## config.mk

```make
export PLATFORM = sky130hd
export DESIGN_NAME = seq_divider16
export DESIGN_NICKNAME = d
export VERILOG_FILES = /design/src/rtl/div_pkg.sv /design/src/rtl/div_trial_sub.sv /design/src/rtl/seq_divider16.sv
export SDC_FILE = /design/constraint.sdc
export NUM_CORES = 1
export LEC_CHECK = 0
export CAP_MARGIN = 0
export CORE_MARGIN = 1
export CORE_UTILIZATION = 57
export CTS_BUF_LIST = sky130_fd_sc_hd__clkbuf_8
export DETAILED_ROUTE_END_ITERATION = 12
export GPL_ROUTABILITY_DRIVEN = 0
export PLACE_DENSITY = 0.83
export SETUP_SLACK_MARGIN = 0.1
export SKIP_CTS_REPAIR_TIMING = 1
export SLEW_MARGIN = 20
export SYNTH_ARGS = -nofsm -noshare
export SYNTH_HDL_FRONTEND = slang
export SYNTH_SLANG_ARGS = --single-unit
```

## constraint.sdc

```tcl
create_clock -name clk -period 18.5 [get_ports clk]
set_input_delay 1.85 -clock clk [delete_from_list [all_inputs] [get_ports clk]]
set_output_delay 1.85 -clock clk [all_outputs]
set_load 0.05 [all_outputs]
```

## src/rtl/div_pkg.sv

```systemverilog
// Shared definitions for the sequential restoring divider.
package div_pkg;

    localparam int DIV_WIDTH = 16;

    localparam logic [DIV_WIDTH-1:0] ALL_ONES = '1;

    typedef enum logic [1:0] {
        IDLE = 2'd0,
        RUN  = 2'd1,
        DONE = 2'd2
    } state_t;

endpackage

```

## src/rtl/div_trial_sub.sv

```systemverilog
// Combinational ripple-borrow subtractor used for the per-iteration trial
// subtract: diff = a - b, borrow_out set when b > a.
module div_trial_sub #(
    parameter int N = 17
) (
    input  logic [N-1:0] a,
    input  logic [N-1:0] b,
    output logic [N-1:0] diff,
    output logic         borrow_out
);

    logic [N:0] borrow;

    assign borrow[0] = 1'b0;

    // One full-subtractor cell per bit, borrow rippling from LSB to MSB.
    for (genvar i = 0; i < N; i++) begin : g_cell
        assign diff[i]     = a[i] ^ b[i] ^ borrow[i];
        assign borrow[i+1] = (~a[i] & b[i]) | (~(a[i] ^ b[i]) & borrow[i]);
    end

    assign borrow_out = borrow[N];

endmodule

```

## src/rtl/seq_divider16.sv

```systemverilog
// Multi-cycle unsigned restoring divider producing one quotient bit per
// clock, with a start/done handshake and divide-by-zero detection.
module seq_divider16
    import div_pkg::*;
#(
    parameter int WIDTH = DIV_WIDTH,
    parameter int CNT_W = $clog2(WIDTH)
) (
    input  logic             clk,
    input  logic             rst_n,
    input  logic             start,
    input  logic [WIDTH-1:0] dividend,
    input  logic [WIDTH-1:0] divisor,
    output logic             busy,
    output logic             done,
    output logic [WIDTH-1:0] quotient,
    output logic [WIDTH-1:0] remainder,
    output logic             div_by_zero
);

    state_t           state;
    state_t           state_next;
    logic [CNT_W-1:0] cnt;
    logic [WIDTH:0]   r;
    logic [WIDTH-1:0] q;
    logic [WIDTH-1:0] d;
    logic [WIDTH:0]   t;
    logic [WIDTH:0]   diff;
    logic             borrow;
    logic [WIDTH:0]   r_step;
    logic [WIDTH-1:0] q_step;
    logic             accept;
    logic             last;

    // Shift the next dividend bit into the partial remainder for the trial.
    assign t      = {r[WIDTH-1:0], q[WIDTH-1]};
    assign accept = start && ((state == IDLE) || (state == DONE));
    assign last   = (cnt == CNT_W'(WIDTH - 1));

    div_trial_sub #(
        .N(WIDTH + 1)
    ) u_trial_sub (
        .a          (t),
        .b          ({1'b0, d}),
        .diff       (diff),
        .borrow_out (borrow)
    );

    // Keep the difference when it did not go negative, otherwise restore.
    always_comb begin
        r_step = t;
        q_step = {q[WIDTH-2:0], 1'b0};
        if (!borrow) begin
            r_step = diff;
            q_step = {q[WIDTH-2:0], 1'b1};
        end
    end

    // State register; reset abandons any operation in flight.
    always_ff @(posedge clk) begin
        if (!rst_n) begin
            state <= IDLE;
        end else begin
            state <= state_next;
        end
    end

    // Next-state and handshake outputs; a zero divisor skips straight to DONE.
    always_comb begin
        state_next = state;
        busy       = 1'b0;
        done       = 1'b0;
        case (state)
            IDLE: begin
                if (start) begin
                    state_next = (divisor == '0) ? DONE : RUN;
                end
            end
            RUN: begin
                busy = 1'b1;
                if (last) begin
                    state_next = DONE;
                end
            end
            DONE: begin
                done = 1'b1;
                if (start) begin
                    state_next = (divisor == '0) ? DONE : RUN;
                end else begin
                    state_next = IDLE;
                end
            end
            default: begin
                state_next = IDLE;
            end
        endcase
    end

    // Operand capture, iteration datapath and result registers.
    always_ff @(posedge clk) begin
        if (!rst_n) begin
            cnt         <= '0;
            r           <= '0;
            q           <= '0;
            d           <= '0;
            quotient    <= '0;
            remainder   <= '0;
            div_by_zero <= 1'b0;
        end else if (accept) begin
            d           <= divisor;
            q           <= dividend;
            r           <= '0;
            cnt         <= '0;
            div_by_zero <= 1'b0;
            if (divisor == '0) begin
                quotient    <= ALL_ONES;
                remainder   <= dividend;
                div_by_zero <= 1'b1;
            end
        end else if (state == RUN) begin
            r   <= r_step;
            q   <= q_step;
            cnt <= cnt + 1'b1;
            if (last) begin
                quotient  <= q_step;
                remainder <= r_step[WIDTH-1:0];
            end
        end
    end

endmodule
```

==> qor.yml <==
outcome:
  outcome: "finished clean"
timing:
  hold_viol: 0
  rsz0062_at_grt: "false"
  drv_slew: 0
  fmax_mhz: 122.2
  skew_ns: 0.009626
  max_slew_margin_pct: 29.96
  fin_setup_tns_ns: 0
  holdWs_ns: 0.4575
  worst_pin_slew_ns: 1.051
  min_period_ns: 8.183
  period_share_pct: 44.23
  setup_viol: 0
synthesis:
  synth_area_um2: 3991
  synth-warning-count: 0
  ys_seq_elements: 87
  synth_cell_types: 31
  synthAdderAreaFrac_pct: 8.150
  synth_simple_gate_area_share_pct: 11.25
  syn_inst: 416
  synth_top_family_by_area: "compound AO/OA/AOI/OAI gates"
  ys_seq_area_share_pct: 43.64
  avgSynthCellArea_um2: 9.595
  yosysTopAreaCellShare_pct: 43.64
  synth.net_count: 468
  synth-edff-count: 0
  yosys.area_share.xor_xnor_pct: 0.6583
  synthTopCellsByArea: "dfxtp_1 (44%), nand2_1 (8.2%), mux2i_1 (8.0%)"
  synth_top_flop_cell: "dfxtp_1"
  synth_top_area_cell: "dfxtp_1"
  synth_compound_area_share_pct: 21.32
  muxShareOfSynthArea_pct: 8.025
  ys_async_sr_fraction_pct: 0
pwr:
  leakage_nw: 1.697
  internal_power_w: 0.0002806
  power.density_nw_per_um2: 83.89
  pwr-share-comb_pct: 20.8
  p_sw_w: 0.0001246
  peakVddDrop_mv: 0.04692
  power.total_w: 0.0004053
  swShare_pct: 30.75
  sequentialPowerShare_pct: 49.2
  clockPowerShare_pct: 30.0
finish:
  fillers: 520
  layout.nets: 516
  layout_common_cells: "nand2_1 (87), dfxtp_1 (87), clkdlybuf4s50_1 (69)"
  diodes: 0
  fin_util_pct: 71.10
  area_growth_pct: 21.03
  drive_gt1_share_pct: 10.45
clocking:
  cts_tree: "yes"
  cts-htree-levels: 3
  cts_root_buf: "clkbuf_8"
  cts.sinks: 87
  numCtsBuffers: 9
  clk_path_buf_depth: 2
  cts.reportedPaths.clkPinSlew_ns: 0.09
  clock_latency_ns: 0.35
floorplanning:
  fp.coreArea_um2: 6794
  die_width_um: 85.68
  ios: 70
  die_area_um2: 7341
  rows: 30
  die_h_um: 85.68
  start_util_pct: 58.75
worst_hold_path:
  hp-class: "reg2reg"
  min_from: "r[12]$_SDFFE_PP0P_"
worst_setup_path:
  critPathTopFamily: "adder cells"
  crit_path_end_kind: "flop"
  crit_slowest_cell: "nand2b_1"
  cp-startpoint: "q[15]$_SDFFE_PN0P_"
  max_stage_delay_ns: 0.75
  crit_chain: "inv_1 > ha_1 > fa_1 > fa_1 > fa_1 > fa_1 > fa_1 > fa_1 > fa_1 > fa_1 > fa_1 > fa_1 > fa_1 > fa_1 > fa_1 > fa_1 > fa_1 > nand2b_1 > mux2i_1 > mux2i_1 > a211oi_1"
  worstSetupPathType: "reg2reg"
  cp_data_required_time_ns: 18.76
  cp_num_buf_inv: 1
  worstReg2RegStart: "q[15]$_SDFFE_PN0P_"
  worstPathArrival_ns: 8.45
  cp_common_cell: "fa_1"
  cp_max_fo: 18
  critPathLaunchType: "flop"
route:
  drcViolationCount: 0
  totalWireLength_um: 8843
  via_count: 3235
  drt_iter0_drc: 255
  vias_per_cell: 5.726
  wl_per_cell_um: 15.65
  drtPass1Iterations: 5
  ant_nets: 0
global_routing:
  antenna_found_initial: 0
  grt_max_degree: 53
  grt_pass1_vias: 3091
  track_usage_pct: 25.72
  grt_pass1_wl_um: 14770
  grt_overflow: 0
place:
  dp_hpwl_um: 6131
  port_buffers: 69
run:
  cap_viol_max_count: 0
==> tightest hold or removal path: stages (launching register included) <==
cell and delay, ns:
dfxtp_1 0.32, nand2_1 0.05, a21oi_1 0.05
==> state kept, by name, summed over array words and instances (netlist names) <==
register / cells
quotient: 16
cnt: 4
r: 16
div_by_zero: 1
remainder: 16
q: 16
state: 2
d: 16
==> layout make-up <==
class	instances	area (um^2)	share of cell area [%]
tap	96	120.1	2.486
inverter	18	67.56	1.399
multi-input combinational	275	1979	40.97
timing repair buffer	73	740.7	15.33
sequential	87	1742	36.05
clock buffer	9	123.9	2.564
clock inverter	7	57.56	1.191
==> worst paths after layout <==
| kind | end | slack, ns | cells past startpoint |
|---|---|---|---|
| min | r[12]$_SDFFE_PP0P_ | 0.46 | 2 |
| max | remainder[6]$_SDFFE_PN0P_ | 10.32 | 21 |
| min reg2reg | r[12]$_SDFFE_PP0P_ | 0.46 | 2 |
| max reg2reg | remainder[6]$_SDFFE_PN0P_ | 10.32 | 21 |
==> layer usage <==
| layer | wire (um) | part of all wire (%) | global-route usage [%] | vias to the layer above |
|---|---|---|---|---|
| met5 | 0 | 0 | 0 | - |
| met4 | 144 | 1.6 | 10.00 | 0 |
| met3 | 550 | 6.2 | 3.946 | 13 |
| met2 | 4039 | 46 | 40.51 | 132 |
| met1 | 4108 | 46 | 35.83 | 1534 |
| li1 | - | - | - | 1556 |
==> power by group through the flow <==
stage                     registers (W)  clock network (W)   logic, W
after floorplan                0.000202                  0  0.0000640
after global placement         0.000203                  0  0.0000798
after detailed placement       0.000204                  0  0.0000822
after CTS                      0.000199           0.000123  0.0000824
after global routing           0.000200           0.000131  0.0000922
final                          0.000199           0.000122  0.0000841
==> through the flow <==
step                      setup slack [ns]  cells  instance area (um^2)
after global placement               10.56    548                  4622
after CTS                            10.37    564                  4803
after floorplan                      11.31    416                  3991
after detailed placement             10.40    548                  4622
final                                10.32    565                  4831
after global routing                 10.08    565                  4831
==> cells in the mapped netlist (7+ instances only) <==
cell / n
a211oi_1: 25
inv_1: 18
clkbuf_1: 15
a22oi_1: 16
dfxtp_1: 87
o221a_2: 17
nand2_1: 87
a21oi_1: 50
mux2i_1: 32
buf_4: 10
a211oi_2: 7
fa_1: 15
==> cell families (layout without fill, tap and decap cells) <==
group                    count (synthesis)  count (layout)
AO/OA/AOI/OAI                          117             117
AND/OR/NAND/NOR                        106             106
flip-flops                              87              87
buffers and inverters                   54             107
multiplexers                            32              32
adder cells (fa/ha/maj)                 17              17
XOR/XNOR                                 3               3
Note: power is estimated with default switching activity, not from simulation.
